$ cat src/rtl/toy_bus_req_sched_2to1.sv
// Two-to-one round-robin request scheduler with per-requester outstanding credits
// and zero-latency ack routing back to the requester that owns the ack tgt_id.
module toy_bus_req_sched_2to1 #(
  parameter int         REQ_PLD_W = 339,
  parameter int         ACK_PLD_W = 275,
  parameter int         MAX_OST   = 4,
  parameter logic [3:0] SRC_ID0   = 4'd0,
  parameter logic [3:0] SRC_ID1   = 4'd1
) (
  input  logic                 clk,
  input  logic                 rst,
  input  logic                 in0_req_vld,
  output logic                 in0_req_rdy,
  input  logic [REQ_PLD_W-1:0] in0_req_pld,
  input  logic                 in1_req_vld,
  output logic                 in1_req_rdy,
  input  logic [REQ_PLD_W-1:0] in1_req_pld,
  output logic                 out_req_vld,
  input  logic                 out_req_rdy,
  output logic [REQ_PLD_W-1:0] out_req_pld,
  input  logic                 out_ack_vld,
  output logic                 out_ack_rdy,
  input  logic [ACK_PLD_W-1:0] out_ack_pld,
  input  logic [3:0]           out_ack_tgt_id,
  output logic                 in0_ack_vld,
  input  logic                 in0_ack_rdy,
  output logic [ACK_PLD_W-1:0] in0_ack_pld,
  output logic                 in1_ack_vld,
  input  logic                 in1_ack_rdy,
  output logic [ACK_PLD_W-1:0] in1_ack_pld,
  output logic [3:0]           ost_cnt0,
  output logic [3:0]           ost_cnt1,
  output logic                 err_sticky
);

  localparam logic [3:0] MAX_OST_C = 4'(MAX_OST);

  logic                 out_vld_q, out_vld_d;
  logic [REQ_PLD_W-1:0] out_pld_q, out_pld_d;
  logic                 ptr_q, ptr_d;
  logic [3:0]           cnt0_q, cnt0_d;
  logic [3:0]           cnt1_q, cnt1_d;
  logic                 err_q, err_d;

  logic load_en;
  logic cred0, cred1;
  logic elig0, elig1;
  logic pick0, pick1;
  logic gnt0, gnt1;
  logic sel0, sel1, unmatched;
  logic ack_hs0, ack_hs1;

  // Saturating credit update: simultaneous inc/dec cancel, decrement never wraps below 0.
  function automatic logic [3:0] cnt_next(input logic [3:0] cnt, input logic inc,
                                          input logic dec);
    logic [3:0] r;
    r = cnt;
    if (inc && !dec) begin
      r = cnt + 4'd1;
    end else if (dec && !inc && (cnt != 4'd0)) begin
      r = cnt - 4'd1;
    end
    return r;
  endfunction

  function automatic logic cnt_underflow(input logic [3:0] cnt, input logic dec);
    return dec && (cnt == 4'd0);
  endfunction

  // ---- arbitration ----
  assign load_en = !out_vld_q || out_req_rdy;
  assign cred0   = (cnt0_q < MAX_OST_C);
  assign cred1   = (cnt1_q < MAX_OST_C);
  assign elig0   = in0_req_vld && cred0;
  assign elig1   = in1_req_vld && cred1;

  // pickI only looks at the other port's eligibility, so rdy never depends on its own vld
  assign pick0 = !ptr_q || !elig1;
  assign pick1 = ptr_q || !elig0;

  assign in0_req_rdy = load_en && cred0 && pick0;
  assign in1_req_rdy = load_en && cred1 && pick1;

  assign gnt0 = in0_req_vld && in0_req_rdy;
  assign gnt1 = in1_req_vld && in1_req_rdy;

  // ---- ack routing ----
  assign sel0      = (out_ack_tgt_id == SRC_ID0);
  assign sel1      = (out_ack_tgt_id == SRC_ID1);
  assign unmatched = out_ack_vld && !sel0 && !sel1;

  assign in0_ack_vld = out_ack_vld && sel0;
  assign in1_ack_vld = out_ack_vld && sel1 && !sel0;
  assign in0_ack_pld = out_ack_pld;
  assign in1_ack_pld = out_ack_pld;

  always_comb begin
    out_ack_rdy = 1'b1;
    if (sel0) begin
      out_ack_rdy = in0_ack_rdy;
    end else if (sel1) begin
      out_ack_rdy = in1_ack_rdy;
    end
  end

  assign ack_hs0 = in0_ack_vld && in0_ack_rdy;
  assign ack_hs1 = in1_ack_vld && in1_ack_rdy;

  // ---- next state ----
  always_comb begin
    out_vld_d = out_vld_q;
    out_pld_d = out_pld_q;
    ptr_d     = ptr_q;
    if (load_en) begin
      out_vld_d = gnt0 || gnt1;
      if (gnt0) begin
        out_pld_d = in0_req_pld;
      end else if (gnt1) begin
        out_pld_d = in1_req_pld;
      end
    end
    if (gnt0) begin
      ptr_d = 1'b1;
    end else if (gnt1) begin
      ptr_d = 1'b0;
    end
  end

  always_comb begin
    cnt0_d = cnt_next(cnt0_q, gnt0, ack_hs0);
    cnt1_d = cnt_next(cnt1_q, gnt1, ack_hs1);
    err_d  = err_q || unmatched
           || cnt_underflow(cnt0_q, ack_hs0)
           || cnt_underflow(cnt1_q, ack_hs1);
  end

  // ---- state registers ----
  always_ff @(posedge clk or posedge rst) begin
    if (rst) begin
      out_vld_q <= 1'b0;
      out_pld_q <= '0;
      ptr_q     <= 1'b0;
      cnt0_q    <= 4'd0;
      cnt1_q    <= 4'd0;
      err_q     <= 1'b0;
    end else begin
      out_vld_q <= out_vld_d;
      out_pld_q <= out_pld_d;
      ptr_q     <= ptr_d;
      cnt0_q    <= cnt0_d;
      cnt1_q    <= cnt1_d;
      err_q     <= err_d;
    end
  end

  assign out_req_vld = out_vld_q;
  assign out_req_pld = out_pld_q;
  assign ost_cnt0    = cnt0_q;
  assign ost_cnt1    = cnt1_q;
  assign err_sticky  = err_q;

endmodule
$ cat config.mk
export PLATFORM = sky130hd
export DESIGN_NAME = toy_bus_req_sched_2to1
export DESIGN_NICKNAME = d
export VERILOG_FILES = /design/src/rtl/toy_bus_req_sched_2to1.sv
export SDC_FILE = /design/constraint.sdc
export NUM_CORES = 1
export LEC_CHECK = 0
export CAP_MARGIN = 20
export CORE_AREA = 2 2 734 736
export DETAILED_ROUTE_END_ITERATION = 12
export DIE_AREA = 0 0 736 738
export PLACE_DENSITY = 0.3
export SYNTH_ARGS = -nofsm -noshare
export SYNTH_HDL_FRONTEND = slang
export SYNTH_SLANG_ARGS = --single-unit
$ cat constraint.sdc
create_clock -name clk -period 30.6 [get_ports clk]
set_input_delay 4.59 -clock clk [delete_from_list [all_inputs] [get_ports clk]]
set_output_delay 4.59 -clock clk [all_outputs]
set_load 0.03 [all_outputs]
[Yosys cells after proc, flatten, opt, wreduce, memory -nomap -nowiden]
Index checks and enable logic that the tools add are counted.
Word-level totals
  register bits after elaboration: 350
  input port bits: 965
  output and inout bits: 904
Cells by class
  add/subtract/negate cells: 4
  $lt $le $gt $ge: 2
  equal/unequal tests: 1
  mux-type cells: 10
  reductions and logical operators: 49
Operator list (count)
  339-bit two-way mux: 2
  1-bit logical AND: 23
  4-bit two-way mux: 4
  4-bit zero test: 3
  1-bit zero test: 10
  4-bit by 1-bit adder with 4-bit output, second input constant: 2
  4-bit by 3-bit less-than comparator with 1-bit output, second input constant: 2
  4-bit nonzero test: 2
  4-bit by 1-bit subtractor with 4-bit output, second input constant: 2
  1-bit logical OR: 7
  2-bit nonzero test: 3
  4-bit by 1-bit equality test with 1-bit output, second input constant: 1
  1-bit two-way mux: 4
  2-bit AND reduction: 1

[Logic depth before layout (Yosys ltp)]
Gate-level depths: netlist of run 1.
  word-level depth: 11
  gate-level depth with buffers: 10

[Worst setup path after synthesis of run 1]
No wires, ideal clock.
  path type: input to output
  start: input port in1_req_vld
  end: output port in0_req_rdy
  arrival time: 6371 ps
  required time: 26010 ps
  path slack: 19639 ps
  cell stages on the path: 2
  buffers on the path: 0
  cells stage by stage: nor3b_1 a2111oi_0
Between the ends
  longest elaborated chain between the ends: 4
Ends and longest elaborated chain
  from (decl): RTL line 15  | input logic in1_req_vld,
  1-bit logical AND: RTL line 75  | assign elig1 = in1_req_vld && cred1;
  1-bit zero test: RTL line 78  | assign pick0 = !ptr_q || !elig1;
  1-bit logical OR: RTL line 78
  1-bit logical AND: RTL line 81  | assign in0_req_rdy = load_en && cred0 && pick0;
  to (decl): RTL line 13  | output logic in0_req_rdy,
Every way passes these cells.

[Final worst setup path of run 1]
  start: input port out_ack_vld
  end: output port in0_ack_vld
Between the ends
  longest elaborated chain between the ends: 1
Ends and longest elaborated chain
  from (decl): RTL line 21  | input logic out_ack_vld,
  1-bit logical AND: RTL line 92  | assign in0_ack_vld = out_ack_vld && sel0;
  to (decl): RTL line 25  | output logic in0_ack_vld,
Every way passes these cells.

==> results of run 1 <==
-- worst max path at each step --
stage	cells after the start	startpoint	endpoint	slack, ns
floorplan	1	rst	err_sticky	16.30
global placement	4	out_ack_vld	in0_ack_vld	18.14
detailed placement	4	out_ack_vld	in0_ack_vld	18.16
CTS	4	out_ack_vld	in0_ack_vld	18.14
global route	4	out_ack_vld	in0_ack_vld	18.07
finish	4	out_ack_vld	in0_ack_vld	18.51
-- registers in the layout, summed over array words and instances, names as in the netlist --
register     count
out_req_pld    339
ost_cnt0         4
ost_cnt1         4
err_sticky       1
out_req_vld      1
ptr_q            1
-- final cells by class --
| type | instances | area, µm² |
|---|---|---|
| inverters | 3 | 18.8 |
| clock inverters | 15 | 209 |
| multi-input cells | 1077 | 6870 |
| repair buffers | 1069 | 10600 |
| clock buffers | 83 | 1590 |
| well taps | 7046 | 8820 |
| flip-flops and latches | 350 | 8760 |
| fillers | 62700 | 498000 |
| diodes | 45 | 113 |
-- synth_stat cells --
| cell type | instances |
|---|---|
| sky130_fd_sc_hd__a2111oi_0 | 1 |
| sky130_fd_sc_hd__a211oi_2 | 1 |
| sky130_fd_sc_hd__a21o_1 | 4 |
| sky130_fd_sc_hd__a21oi_1 | 2 |
| sky130_fd_sc_hd__and3_1 | 1 |
| sky130_fd_sc_hd__buf_2 | 2 |
| sky130_fd_sc_hd__buf_4 | 566 |
| sky130_fd_sc_hd__buf_6 | 20 |
| sky130_fd_sc_hd__clkbuf_1 | 75 |
| sky130_fd_sc_hd__dfrtp_1 | 350 |
| sky130_fd_sc_hd__fa_1 | 2 |
| sky130_fd_sc_hd__ha_1 | 4 |
| sky130_fd_sc_hd__inv_1 | 3 |
| sky130_fd_sc_hd__mux2_2 | 4 |
| sky130_fd_sc_hd__mux2i_1 | 340 |
| sky130_fd_sc_hd__mux2i_2 | 1 |
| sky130_fd_sc_hd__nand2_1 | 343 |
| sky130_fd_sc_hd__nand2b_1 | 3 |
| sky130_fd_sc_hd__nand3_1 | 2 |
| sky130_fd_sc_hd__nand4_1 | 1 |
| sky130_fd_sc_hd__nand4b_1 | 1 |
| sky130_fd_sc_hd__nor2_1 | 2 |
| sky130_fd_sc_hd__nor2b_1 | 2 |
| sky130_fd_sc_hd__nor3_1 | 3 |
| sky130_fd_sc_hd__nor3b_1 | 4 |
| sky130_fd_sc_hd__o211ai_1 | 1 |
| sky130_fd_sc_hd__o21ai_0 | 160 |
| sky130_fd_sc_hd__o21ai_1 | 181 |
| sky130_fd_sc_hd__o221ai_1 | 2 |
| sky130_fd_sc_hd__or2_2 | 2 |
| sky130_fd_sc_hd__or3b_1 | 1 |
| sky130_fd_sc_hd__or3b_2 | 1 |
| sky130_fd_sc_hd__or4_1 | 2 |
| sky130_fd_sc_hd__or4b_1 | 2 |
| sky130_fd_sc_hd__xnor2_1 | 2 |
| sky130_fd_sc_hd__xor2_1 | 2 |
-- worst max-delay path, delay by kind of cell --
kind                   cells  cell delay (ns)
and+or+nand+nor            2             1.01
buffers and inverters      2             1.86
-- report_power, final --
part	internal (mW)	total (mW)	switching, mW
combinational	0.659	2.07	1.41
clock	0.388	0.671	0.284
sequential	0.691	0.828	0.137
-- kinds of logic (layout without fill, tap and decap cells) --
family / count (synthesis) / after routing
compound gates: 352 / 352
xor+xnor: 4 / 4
fa+ha+maj: 6 / 6
buf+inv: 666 / 1170
flops: 350 / 350
mux: 345 / 345
other cells: 0 / 45
simple gates: 370 / 370
-- per-layer routing --
metal,global-route usage [%],vias to the layer above
met5,0.690,-
met1,8.35,8119
met2,13.0,1887
met4,5.18,60
met3,11.4,719
li1,-,7443
-- cells in the final DEF (no fill, tap or decap), types with 3 or more instances in the layout --
master	Yosys	final
sky130_fd_sc_hd__clkbuf_1	75	17
sky130_fd_sc_hd__dfrtp_1	350	350
sky130_fd_sc_hd__clkbuf_8	0	11
sky130_fd_sc_hd__clkinvlp_4	0	3
sky130_fd_sc_hd__diode_2	0	45
sky130_fd_sc_hd__mux2_2	4	4
sky130_fd_sc_hd__nand2_1	343	343
sky130_fd_sc_hd__mux2i_1	340	340
sky130_fd_sc_hd__ha_1	4	4
sky130_fd_sc_hd__bufinv_16	0	4
sky130_fd_sc_hd__clkinv_2	0	5
sky130_fd_sc_hd__nand2b_1	3	3
sky130_fd_sc_hd__buf_4	566	30
sky130_fd_sc_hd__o21ai_1	181	180
sky130_fd_sc_hd__o21ai_0	160	160
sky130_fd_sc_hd__clkbuf_16	0	55
sky130_fd_sc_hd__clkdlybuf4s50_1	0	1038
sky130_fd_sc_hd__a21o_1	4	4
sky130_fd_sc_hd__nor3b_1	4	4
==> run_results.csv, run 1 <==
group,metric,value,unit
run_status,status,"finished, final reports clean",
layout,syn2layout_area_growth,81.6,%
logic_synthesis,synth_simple_gate_area_share,7.20,%
clock_tree,post-cts-setup-buffer-count,0,
power_and_ir_drop,power_density,96.5,nW/µm²
route,ant_nets,0,
clock_tree,post_cts_resize_count,0,
logic_synthesis,postSynthCellCount,2093,
clock_tree,clkTransAtPathRegs,0.05,ns
logic_synthesis,synth-warning-count,0,
min_path,hp-class,"reg -> reg",
setup_path,crit-reg2reg-capture,"out_req_pld[206]",
floorplan,floorplan.io_pins,1869,
clock_tree,clock_insertion_delay_worst_skew,0.75,ns
timing,final_max_slew_viol_count,0,
clock_tree,clk_path_buf_depth,3,
global_routing,grt_pass1_wl,314000,µm
route,avgRoutedWirePerCell,28.3,µm
timing,timing.fmax,82.7,MHz
power_and_ir_drop,p_total,3.57,mW
global_routing,number_of_antenna_violations_at_the_first_check_in_global_routing,227,
power_and_ir_drop,power_leakage,11.9,nW
timing,slew_headroom,17.8,%
floorplan,fp.dieArea,543000,µm²
layout,final_cell_area_excluding_filler_cells,37000,µm²
logic_synthesis,synth-seq-area-share,43.0,%
clock_tree,cts_tree,"yes",
global_routing,grt_use_total,9.67,%
clock_tree,ctsHoldBuffers,0,
setup_path,crit_required,26.01,ns
logic_synthesis,largest_family_of_logic_cells_by_synthesized_area,"buffers and inverters",
setup_path,critical-path-top-cell-by-count,"sky130_fd_sc_hd__clkdlybuf4s50_1",
route,routed_via_density,1.88,
min_path,holdPathEnd,"out_req_pld[282]",
setup_path,critical_path.max_stage_delay,1.11,ns
layout,post_route_cells_drive_above_1_share,4.77,%
floorplan,design.core.area,535000,µm²
place,placement.io_buffers,1043,
power_and_ir_drop,vdd_drop_max,57.3,µV
min_path,holdCritStartpoint,"out_req_pld[282]",
place,hpwl,251000,µm
route,route.vias.total,18200,
logic_synthesis,synth_top_area_share,43.0,%
clock_tree,tritoncts.num_buffers,54,
setup_path,category_of_the_critical_setup_timing_path,"in -> out",
logic_synthesis,synthesis.nets,3064,
floorplan,initial_utilization,3.81,%
floorplan,rows,269,
logic_synthesis,synth_mux_area_share,17.0,%
logic_synthesis,post_synthesis_compound_gate_area_fraction,8.80,%
logic_synthesis,avgSynthCellArea,9.74,µm²
setup_path,worstPathArrival,7.50,ns
timing,rsz_0062_raised_after_global_routing,"false",
layout,stdcell_count,9688,
layout,final_core_util,6.92,%
timing,final_min_period_over_clock_period,39.5,%
timing,finClkSkew,0.0298,ns
place,gp_congestion,0.846,
route,drt-initial-drc-count,1049,
global_routing,grt_overflow_total,0,
route,topRoutingLayerUsed,"met5",
timing,worst-slew-pin-transition,1.23,ns
timing,final.setup.worst_slack,18.51,ns
route,dr_wl_met2,104000,µm
logic_synthesis,post_synth_fa_ha_maj_area_fraction,0.442,%
global_routing,grt_start_max_net_pins,117,
place,post_dp_cell_area,35100,µm²
logic_synthesis,syn-cell-area,20400,µm²
timing,count_of_endpoints_failing_hold_in_the_final_timing_report,0,
layout,nets,3526,
route,route.layer.met1.wl,80900,µm
setup_path,worst-r2r-setup-slack,25.82,ns
logic_synthesis,netlist-cell-type-count,36,
route,routed-wl-met3,71300,µm
clock_tree,clock_sinks,350,
logic_synthesis,synthTopCellsByArea,"sky130_fd_sc_hd__dfrtp_1 43%, sky130_fd_sc_hd__buf_4 21%, sky130_fd_sc_hd__mux2i_1 17%, sky130_fd_sc_hd__nand2_1 6.3%, sky130_fd_sc_hd__o21ai_1 4.4%",
place,number_of_instances_in_the_placed_design,9544,
timing,final.min_clock_period,12.09,ns
setup_path,crit-reg2reg-launch,"ost_cnt1[2]",
route,drt_pre_antenna_iters,5,
logic_synthesis,synth_xor_area_share,0.172,%
global_routing,grt_pass1_vias,18200,
floorplan,die_w,736,µm
logic_synthesis,synth_top_area_cell,"sky130_fd_sc_hd__dfrtp_1",
setup_path,critical_path.startpoint_type,"primary input",
route,routed_wl,275000,µm
route,drt_drc_violations_left,0,
timing,setup_viol,0,
setup_path,timing.critical_path.cells,"clkdlybuf4s50_1 > or4b_1 > nor2_1 > clkdlybuf4s50_1",
floorplan,fp.dieH,738,µm
logic_synthesis,synth-seq-cells,350,
job,maxCapViolCount,0,
setup_path,critical_path.endpoint_type,"output pin",
timing,totalNegativeSetupSlack,0,ns
setup_path,cpMaxStageDelayCell,"sky130_fd_sc_hd__clkdlybuf4s50_1",
clock_tree,clock-root-buffer,"sky130_fd_sc_hd__clkbuf_16",
setup_path,crit_fanout,7,
min_path,number_of_instances_on_the_worst_hold_path,2,
setup_path,reg2regPathDepth,8,
timing,hold-worst-slack,0.479,ns
place,place_ws,18.16,ns
clock_tree,cts-htree-levels,2,
No activity file was read; power rests on OpenSTA's default activity.
==> run 2, diff against run 1 <==
CORE_AREA = 2 2 735 737   (was 2 2 734 736)
DIE_AREA = 0 0 737 739   (was 0 0 736 738)
clock period = 12.2 ns   (was 30.6 ns; I/O delays follow)
==> run 2 against run 1 <==
Core utilization barely moved. Sequential cell count did not move. Wire length fell by 1.6%. Setup slack got worse by 12 ns. Final cell count rose by 1.2%. Sequential power rose to 2.5 times the previous value. Die area rose by 0.27%. Clock power rose to 2.6 times the previous value. Register-to-register slack got worse by 17 ns. Largest power group unchanged.
==> run_results.csv, run 2 (synthesis results as in run 1) <==
group,metric,value,unit
layout,register_area,8760,µm²
power_and_ir_drop,vdd_drop_max,140,µV
global_routing,grt_pass1_wl,312000,µm
place,gp_congestion,0.830,
setup_path,crit-reg2reg-launch,"ost_cnt0[3]",
timing,slew_headroom,24.5,%
setup_path,category_of_the_critical_setup_timing_path,"in -> out",
setup_path,critical_path.endpoint_type,"output pin",
setup_path,startpoint,"in1_req_vld",
power_and_ir_drop,power_density,242,nW/µm²
floorplan,fp.dieH,739,µm
setup_path,worst-r2r-setup-slack,8.55,ns
layout,most-common-layout-cells,"1,040 x sky130_fd_sc_hd__clkdlybuf4s50_1, 350 x sky130_fd_sc_hd__dfrtp_1, 343 x sky130_fd_sc_hd__nand2_1",
global_routing,number_of_antenna_violations_at_the_first_check_in_global_routing,219,
timing,setup_viol,0,
layout,nets,3520,
timing,final.min_clock_period,5.71,ns
setup_path,crit_fanout,4,
clock_tree,post_cts_resize_count,0,
power_and_ir_drop,power_leakage,11.9,nW
timing,totalNegativeSetupSlack,0,ns
floorplan,fp.dieArea,545000,µm²
clock_tree,post-cts-setup-buffer-count,0,
timing,final_min_period_over_clock_period,46.8,%
setup_path,crit_path_end,"in0_req_rdy",
place,hpwl,245000,µm
global_routing,grt_use_total,9.54,%
power_and_ir_drop,p_total,9.03,mW
route,ant_nets,0,
timing,finClkSkew,0.0624,ns
timing,final.setup.worst_slack,6.49,ns
min_path,hp-class,"reg -> reg",
floorplan,rows,269,
place,place_ws,6.51,ns
setup_path,critical_path.startpoint_type,"primary input",
layout,largest_register_ff_count,339,
timing,rsz_0062_raised_after_global_routing,"false",
timing,final_max_slew_viol_count,0,
floorplan,initial_utilization,3.80,%
floorplan,design.core.area,536000,µm²
run_status,status,"finished, final reports clean",
floorplan,die_w,737,µm
clock_tree,cts-htree-levels,2,
clock_tree,clock_sinks,350,
clock_tree,clk_path_buf_depth,3,
setup_path,reg2regPathDepth,7,
clock_tree,clkTransAtPathRegs,0.05,ns
route,avgRoutedWirePerCell,27.6,µm
clock_tree,cts_tree,"yes",
global_routing,grt_overflow_total,0,
setup_path,crit_required,10.37,ns
route,route.vias.total,18100,
setup_path,crit-reg2reg-capture,"out_req_pld[258]",
floorplan,floorplan.io_pins,1869,
clock_tree,clock_insertion_delay_worst_skew,0.77,ns
setup_path,worstPathArrival,3.88,ns
timing,timing.fmax,175,MHz
layout,fill_cells,62900,
clock_tree,clock-root-buffer,"sky130_fd_sc_hd__clkbuf_16",
timing,count_of_endpoints_failing_hold_in_the_final_timing_report,0,
layout,multiInputGateArea,6870,µm²
global_routing,grt_pass1_vias,18500,
clock_tree,ctsHoldBuffers,0,
place,placement.io_buffers,1043,
timing,worst-slew-pin-transition,1.13,ns
route,drt_pre_antenna_iters,7,
route,routed_wl,270000,µm
layout,layout_commonest_cell,"sky130_fd_sc_hd__clkdlybuf4s50_1",
route,drt-initial-drc-count,867,
job,maxCapViolCount,0,
route,drt_drc_violations_left,0,
layout,post_route_cells_drive_above_1_share,4.52,%
clock_tree,tritoncts.num_buffers,57,
layout,syn2layout_area_growth,82.8,%
global_routing,grt_start_max_net_pins,187,
route,routed_via_density,1.84,
## run 2: area by class of cell
cell class	count	share of cell area (%)
clock buffer	78	4.31
antenna	34	0.228
clock inverter	20	0.789
tap	7181	24.1
sequential	350	23.5
multi-input combinational	1077	18.4
timing repair buffer	1060	28.6
inverter	3	0.0504
## run 2: power breakdown
part | internal (mW) | leakage (nW) | total (mW) | switching [mW]
combinational | 1.66 | 6.64 | 5.16 | 3.50
clock | 1.04 | 0.933 | 1.77 | 0.731
sequential | 1.73 | 4.32 | 2.11 | 0.376
total | 4.43 | 11.9 | 9.03 | 4.61
## run 2: worst min path at each step
stage	start	endpoint	slack, ns	depth (start not counted)
2_1_floorplan	ptr_q	ptr_q	0.52	1
3_3_place_gp	out_req_pld[65]	out_req_pld[65]	0.46	2
3_5_place_dp	out_req_pld[50]	out_req_pld[50]	0.47	2
4_1_cts	out_req_pld[50]	out_req_pld[50]	0.48	2
5_1_grt	out_req_pld[0]	out_req_pld[0]	0.50	2
6_report	out_req_pld[148]	out_req_pld[148]	0.48	2
## run 2: critical path: stages
cell and delay, ns:
sky130_fd_sc_hd__clkdlybuf4s50_1 0.45, sky130_fd_sc_hd__nor3b_1 0.71, sky130_fd_sc_hd__a2111oi_0 0.24, sky130_fd_sc_hd__clkdlybuf4s50_1 0.65
## run 2: routing by layer
| metal | GRT usage, % | share of wire (%) | wire length, µm |
|---|---|---|---|
| met1 | 8.10 | 29 | 78400 |
| met2 | 13.2 | 39 | 104000 |
| met3 | 10.8 | 25 | 67800 |
| met4 | 5.63 | 7.2 | 19400 |
| met5 | 0.0441 | 0.13 | 345 |
## run 2: per-stage QoR
step	utilization (%)	hold slack (ns)	area, µm²	std cells
after floorplan	-	0.524	20400	2093
after global placement	6.58	0.463	35300	9671
after detailed placement	6.58	0.470	35300	9671
after CTS	6.94	0.483	37200	9769
after global routing	6.95	0.496	37200	9792
final	6.95	0.482	37300	9803
==> run 3, diff against run 2 <==
CORE_AREA = 2 2 728 730   (was 2 2 735 737)
DIE_AREA = 0 0 730 732   (was 0 0 737 739)
clock period = 4.8 ns   (was 12.2 ns; I/O delays follow)
==> run 3 against run 2 <==
Total power rose to 2.6 times the previous value. Count of clock-buffer cells in the layout down 9. Wire length up 4.2%. Combinational power rose to 2.6 times the previous value. Register-to-register slack got worse by 6.8 ns. Clock power up 150%. Non-clock buffer count rose by 42. Final cell count is 1.5% lower. Highest routed layer unchanged.
==> run_results.csv, run 3 (synthesis results as in run 1) <==
group,metric,value,unit
layout,largest_register_ff_count,339,
job,maxCapViolCount,0,
setup_path,crit_buf_inv,3,
power_and_ir_drop,vdd_drop_max,317,µV
place,place_ws,0.664,ns
setup_path,crit_fanout,5,
global_routing,grt_use_met2,13.9,%
route,drt_pre_antenna_iters,5,
power_and_ir_drop,power_density,623,nW/µm²
route,route.vias.total,18300,
timing,setup_viol,0,
floorplan,die_w,730,µm
layout,most-common-layout-cells,"1,037 x sky130_fd_sc_hd__clkdlybuf4s50_1, 350 x sky130_fd_sc_hd__dfrtp_1, 343 x sky130_fd_sc_hd__nand2_1",
run_status,status,"finished, final reports clean",
clock_tree,post_cts_resize_count,0,
route,routed_via_density,1.89,
setup_path,critical-path-top-cell-by-count,"sky130_fd_sc_hd__buf_4",
route,routed_wl,282000,µm
global_routing,grt_use_total,10.1,%
timing,final.setup.worst_slack,1.20,ns
layout,fill_cells,61500,
timing,worst-slew-pin-transition,1.10,ns
clock_tree,clock_insertion_delay_worst_skew,0.76,ns
clock_tree,clock-root-buffer,"sky130_fd_sc_hd__clkbuf_16",
global_routing,grt_pass1_wl,325000,µm
place,gp_congestion,0.858,
clock_tree,clk_path_buf_depth,3,
global_routing,groute.layer.met3.usage,11.9,%
global_routing,gr-max-usage-layer,"met2",
timing,final.min_clock_period,3.60,ns
global_routing,number_of_antenna_violations_at_the_first_check_in_global_routing,232,
global_routing,grt_start_max_net_pins,145,
clock_tree,tritoncts.num_buffers,55,
setup_path,critical_path.max_stage_delay,0.69,ns
setup_path,critical_path_depth,5,
layout,register_area,8760,µm²
setup_path,timing.critical_path.max_delay_family,"buffers and inverters",
min_path,hp-class,"reg -> reg",
layout,syn2layout_area_growth,83.5,%
clock_tree,clock_sinks,350,
clock_tree,cts-htree-levels,2,
floorplan,design.core.area,527000,µm²
timing,slew_headroom,26.7,%
timing,rsz_0062_raised_after_global_routing,"false",
setup_path,timing.critical_path.cells,"clkdlybuf4s50_1 > or4b_1 > buf_4 > nor2_1 > buf_4",
global_routing,met1_layer_usage_reported_by_global_route,8.61,%
timing,timing.fmax,278,MHz
floorplan,fp.dieArea,534000,µm²
min_path,number_of_instances_on_the_worst_hold_path,2,
place,post_dp_cell_area,35400,µm²
timing,totalNegativeSetupSlack,0,ns
route,ant_nets,0,
power_and_ir_drop,p_total,23.3,mW
setup_path,crit_required,4.08,ns
floorplan,floorplan.io_pins,1869,
route,drt_drc_violations_left,0,
power_and_ir_drop,power_leakage,12.1,nW
global_routing,grt_pass1_vias,18900,
setup_path,worstPathArrival,2.88,ns
global_routing,grt_overflow_total,0,
setup_path,reg2regPathDepth,8,
place,hpwl,256000,µm
layout,nets,3560,
layout,final_cell_area_excluding_filler_cells,37400,µm²
timing,final_min_period_over_clock_period,75.0,%
floorplan,fp.dieH,732,µm
setup_path,category_of_the_critical_setup_timing_path,"in -> out",
timing,count_of_endpoints_failing_hold_in_the_final_timing_report,0,
clock_tree,clkTransAtPathRegs,0.05,ns
clock_tree,post-cts-setup-buffer-count,0,
floorplan,initial_utilization,3.87,%
route,drt-initial-drc-count,775,
layout,multiInputGateArea,6870,µm²
place,placement.io_buffers,1043,
timing,finClkSkew,0.0318,ns
floorplan,rows,267,
layout,layout_commonest_cell,"sky130_fd_sc_hd__clkdlybuf4s50_1",
clock_tree,cts_tree,"yes",
timing,final_max_slew_viol_count,0,
setup_path,critical_path.endpoint_type,"output pin",
clock_tree,ctsHoldBuffers,0,
timing,hold-worst-slack,0.478,ns
setup_path,cpMaxStageDelayCell,"sky130_fd_sc_hd__clkdlybuf4s50_1",
route,avgRoutedWirePerCell,29.2,µm
layout,post_route_cells_drive_above_1_share,6.50,%
setup_path,critical_path.startpoint_type,"primary input",
## run 3: routing by layer
metal,vias up,routed length [µm]
met5,-,403
met4,44,17800
met3,732,72900
met2,1822,108000
met1,8173,82100
li1,7484,-
## run 3: per-stage QoR
step,utilization (%),cells
after floorplan,-,2093
after global placement,6.71,9521
after detailed placement,6.71,9522
after CTS,7.07,9621
after global routing,7.09,9644
final,7.10,9654
## run 3: worst paths after layout
check,startpoint,endpoint,slack (ns)
max,out_ack_vld,in0_ack_vld,1.20
min reg2reg,out_req_pld[50],out_req_pld[50],0.48
min in group asynchronous,rst,out_req_pld[205],0.91
max in group asynchronous,rst,out_req_pld[241],3.09
max reg2reg,ost_cnt1[3],ost_cnt1[3],1.80
min,out_req_pld[50],out_req_pld[50],0.48
## run 3: power by group
part           internal (mW)  total [mW]  switching, mW
logic                   4.37        13.6           9.24
clock network           2.50        4.39           1.89
registers               4.41        5.32          0.913
## run 3: cell type report
type                            count  area share (%)
Sequential cell                   350            23.4
Inverter                            3          0.0401
Tap cell                         6994            23.4
Clock inverter                     30           0.907
Antenna cell                       29           0.194
Multi-Input combinational cell   1077            18.4
Timing Repair Buffer             1102            29.6
Clock buffer                       69            4.06
## run 3: worst min-delay path, cell delays in order, from the launching register on
cell                      delay, ns
sky130_fd_sc_hd__dfrtp_1       0.34
sky130_fd_sc_hd__nand2_1       0.05
sky130_fd_sc_hd__o21ai_0       0.06
==> RTL edit 1, RTL diff (config.mk and constraints of run 1) <==
Make the reset (`rst`) synchronous in one clocked block.
--- a/src/rtl/toy_bus_req_sched_2to1.sv
+++ b/src/rtl/toy_bus_req_sched_2to1.sv
@@ -137,3 +137,3 @@
   // ---- state registers ----
-  always_ff @(posedge clk or posedge rst) begin
+  always_ff @(posedge clk) begin
     if (rst) begin
Check against the original RTL: not equivalent (Yosys sat finds a counterexample within 4 cycles, from zero or initial values and one cycle with rst high; the reset may be asserted at any time).
==> RTL edit 1 against run 1 <==
  * Routed wire length is 28% higher
  * Sequential share of layout area is 4.1 points lower
  * Total power is 7.8% lower
  * Die area stayed put
  * Area after synthesis is 5.2% lower
  * Register-to-register slack worse by 1.1 ns
  * Critical path type unchanged
  * Clock power is 2% higher
  * Critical path depth stayed put
  * Sequential power is 7.7% lower
  * Sequential cell count stayed put
  * Final area is 3.5% lower
  * Setup slack worse by 0.042 ns
  * Count of clock-buffer cells in the layout is 7 lower
  * Hold slack better by 0.015 ns
==> RTL edit 1: results (changes against run 1) <==
status=finished, final reports clean (unchanged); static leakage=10.8 nW (was 11.9 nW); Place WS=18.34 ns (was 18.16 ns); area post-placement=33,900 um^2 (was 35,100 um^2); share of layout cells above drive strength 1=4.24% (was 4.77%); vias in the first global route=19,970 (was 18,218); Post-synth ARST share=0% (was 100%); synth top area cells=dfxtp_1 36%, buf_4 22%, a311oi_1 15%, nand2_1 13%, nor2_1 6.8% (was dfrtp_1 43%, buf_4 21%, mux2i_1 17%, nand2_1 6.3%, o21ai_1 4.4%); Global Route Usage Sum=12.3% (was 9.67%); Cells after Synth=2,518 (was 2,093); Hold Crit Start=out_req_pld[265] (was out_req_pld[282]); Final HPWL DP=317,000 um (was 251,000 um); GPL Wtd Cong=0.822 (was 0.846); CP Launch Point=out_ack_tgt_id[1] (was out_ack_vld); Synth cell types=40 (was 36); Clk Latency, worst-skew pair=0.79 ns (was 0.75 ns); Synth Net Count=3,489 (was 3,064); Worst R2R Start=ost_cnt0[3] (was ost_cnt1[2]); largest net degree at the start of global routing=119 (was 117); data arrival time of the worst path=7.54 ns (was 7.50 ns); post-detailed-route wirelength per cell=35.1 um (was 28.3 um); synth cell count leaders=681 x nand2_1, 574 x buf_4, 350 x dfxtp_1, 350 x nor2_1, 339 x a311oi_1 (was 566 x buf_4, 350 x dfrtp_1, 343 x nand2_1); peak supply drop=0.0618 mV (was 0.0573 mV); Layout Skew=0.0650 ns (was 0.0298 ns); # fillers=63,127 (was 62,678)
RTL edit 1: layout make-up:
class | instances | area, um^2 | area share, %
timing repair buffer | 1076 | 10700 | 30.0
tap | 7046 | 8820 | 24.7
multi-input combinational | 1428 | 7340 | 20.5
sequential | 350 | 7010 | 19.6
clock buffer | 76 | 1540 | 4.30
clock inverter | 20 | 253 | 0.707
antenna | 20 | 50.0 | 0.140
RTL edit 1: worst max-delay path, cell delays in order:
cell and delay, ns:
clkdlybuf4s50_1 0.44, or4b_2 0.76, nor2_1 0.73, clkdlybuf4s50_1 0.99
RTL edit 1: worst paths after layout:
check | cells past startpoint | endpoint | slack [ns]
setup / recovery | 4 | in0_ack_vld | 18.47
hold / removal | 2 | out_req_pld[265] | 0.49
setup reg to reg | 9 | out_req_pld[338] | 24.70
hold reg to reg | 2 | out_req_pld[265] | 0.49
RTL edit 1: metal layers:
metal,vias to the layer above,wire [um],GRT usage [%]
met3,575,90900,14.7
met2,2045,151000,19.0
met5,-,615,0.0437
met1,9424,94400,9.64
li1,8801,-,-
met4,94,14200,4.08
RTL edit 1: kinds of logic (layout without fill, tap and decap cells):
family	count (synthesis)	after routing	share of synthesized area [%]
buffers and inverters	740	1172	25.9
XOR/XNOR	4	4	0.181
AND/OR/NAND/NOR	1057	1057	20.9
adder cells (fa/ha/maj)	6	6	0.466
flip-flops	350	350	36.3
AO/OA/AOI/OAI	356	356	16.0
multiplexers	5	5	0.259
other	0	20	0
RTL edit 1: power by group:
group	internal (mW)	switching, mW
clock	0.382	0.300
sequential	0.622	0.142
combinational	0.548	1.30
total	1.55	1.74
==> RTL edit 2, RTL diff (settings of run 1) <==
Made on the original files. Change the parameter `REQ_PLD_W` from 339 to 84.
--- a/src/rtl/toy_bus_req_sched_2to1.sv
+++ b/src/rtl/toy_bus_req_sched_2to1.sv
@@ -3,3 +3,3 @@
 module toy_bus_req_sched_2to1 #(
-  parameter int         REQ_PLD_W = 339,
+  parameter int         REQ_PLD_W = 84,
   parameter int         ACK_PLD_W = 275,
Interface: changed (resized in0_req_pld, in1_req_pld and out_req_pld); port bits go from 1869 to 1104. No check against the original RTL was run, so the function may have changed too.
==> RTL edit 2 against run 1 <==
  * Routed wire length is 57% lower
  * Total power is 71% lower
  * Register-to-register slack better by 1.6 ns
  * Final cell count is 20% lower
  * First-iteration DRC count is 72% lower
  * Setup slack better by 0.97 ns
  * Final area is 55% lower
  * Critical path depth stayed put
  * Sequential cell count is 255 lower
  * Area after synthesis is 57% lower
  * Sequential power is 72% lower
  * Critical path type unchanged
  * Largest power group unchanged
  * Highest routed layer unchanged
==> RTL edit 2: results (changes against run 1) <==
Worst-path clk slew=0.12 ns (was 0.05 ns); Hold Slack=0.489 ns (was 0.479 ns); Adder-Cell Fraction of Synth Area=1.02% (was 0.442%); number of flip-flops under the largest register name=84 (was 339); largest net degree at the start of global routing=69 (was 117); TritonCTS buffer count=9 (was 54); Synth Net Count=1,452 (was 3,064); Hold Crit Start=out_req_pld[7] (was out_req_pld[282]); post-synthesis mux area share=10.3% (was 17.0%); register area share after synthesis=27.0% (was 43.0%); Post-Layout Cell Count=7,786 (was 9,688); H-tree level count=3 (was 2); PostCTS Resize Cnt=0 (unchanged); FF-to-FF path depth=6 (was 8); synth top area cells=buf_4 47%, dfrtp_1 27%, mux2i_1 9.8%, nand2_1 3.8%, o21ai_0 3.1% (was dfrtp_1 43%, buf_4 21%, mux2i_1 17%, nand2_1 6.3%, o21ai_1 4.4%); peak supply drop=0.0303 mV (was 0.0573 mV); Max FO, Critical Path=4 (was 7); initial antenna violation count=131 (was 227); drt initial violations=298 (was 1,049); Final HPWL DP=107,000 um (was 251,000 um); data arrival time of the worst path=6.53 ns (was 7.50 ns); Area growth syn-to-layout=87.5% (was 81.6%); reg2reg end=out_req_pld[71] (was out_req_pld[206]); Final nets=1,170 (was 3,526); placed cell count=7,744 (was 9,544); Clk Latency, worst-skew pair=0.45 ns (was 0.75 ns); Root Buffer=clkbuf_16 (unchanged); Syn. warnings=0 (unchanged); Worst R2R Start=ost_cnt0[3] (was ost_cnt1[2]); share of layout cells above drive strength 1=6.02% (was 4.77%); drt total wl=117,000 um (was 275,000 um); Synth Area in Compound Gates=5.85% (was 8.80%); FF-to-FF setup slack=27.45 ns (was 25.82 ns); Post-synth ARST share=100% (unchanged); synth cell count leaders=552 x buf_4, 95 x dfrtp_1, 89 x nand2_1 (was 566 x buf_4, 350 x dfrtp_1, 343 x nand2_1); vias in the first global route=5,759 (was 18,218); Place WS=19.48 ns (was 18.16 ns); hold endpoint=out_req_pld[7] (was out_req_pld[282]); status=finished, final reports clean (unchanged); Slew headroom=35.5% (was 17.8%); Synth cell types=38 (was 36); syn avg cell area=8.89 um^2 (was 9.74 um^2); # fillers=63,734 (was 62,678); Post-Synth XOR/XNOR Area=0.398% (was 0.172%); static leakage=3.19 nW (was 11.9 nW); Layout Skew=0.0292 ns (was 0.0298 ns); area post-placement=16,100 um^2 (was 35,100 um^2); vias per cell=0.749 (was 1.88); CTS max path bufs=2 (was 3); IO buf count=278 (was 1,043); Global Route Usage Sum=4.18% (was 9.67%); Sw Share=58.2% (was 51.3%); GPL Wtd Cong=0.588 (was 0.846); first-pass GRT wire length=131,000 um (was 314,000 um)
-- RTL edit 2: cell count changes after synthesis, sizes merged, moves of 4 or more --
cell and change:
mux2i -255, nand2 -254, dfrtp -255, o21ai -255, buf -26, nand3 +4, clkbuf -59
-- RTL edit 2: worst max-delay path by stage --
| stage | cells past startpoint | slack (ns) | startpoint | to |
|---|---|---|---|---|
| 2_1_floorplan | 2 | 19.64 | in1_req_vld | in0_req_rdy |
| 3_3_place_gp | 4 | 19.50 | out_ack_tgt_id[1] | in1_ack_vld |
| 3_5_place_dp | 4 | 19.48 | in1_req_vld | in0_req_rdy |
| 4_1_cts | 4 | 19.47 | in1_req_vld | in0_req_rdy |
| 5_1_grt | 4 | 19.35 | out_ack_tgt_id[3] | in1_ack_vld |
| 6_report | 4 | 19.48 | out_ack_tgt_id[1] | in1_ack_vld |
-- RTL edit 2: per-layer routing --
metal  track usage, %  part of all wire (%)  up-vias
li1                 -                     -     2125
met2             5.95                    41      847
met5            0.349                  0.97        -
met1             3.82                    33     2399
met3             4.89                    23      314
met4             1.03                   2.6      144
-- RTL edit 2: critical path: stages --
cell,delay [ns]
clkdlybuf4s50_1,0.44
nor4b_1,0.56
and2_1,0.24
clkdlybuf4s50_1,0.69
-- RTL edit 2: power groups by stage --
stage               clock network (mW)  registers (mW)  logic (mW)
floorplan                            0           0.339       0.283
global placement                     0           0.234       0.728
detailed placement                   0           0.237       0.733
CTS                              0.175           0.235       0.735
global route                     0.174           0.243       0.719
finish                           0.155           0.232       0.639
-- RTL edit 2: cell type report --
type	count	share of cell area, %
sequential	95	14.4
inverter	1	0.0682
tap	7046	53.4
multi-input combinational	317	12.8
antenna	26	0.394
timing repair buffer	285	17.0
clock buffer	9	1.36
clock inverter	7	0.599
-- RTL edit 2: kinds of logic after synthesis --
kind of cell,count (synthesis)
AO/OA/AOI/OAI,97
XOR/XNOR,4
adder cells (fa/ha/maj),6
buffers and inverters,579
flip-flops,95
multiplexers,90
AND/OR/NAND/NOR,120
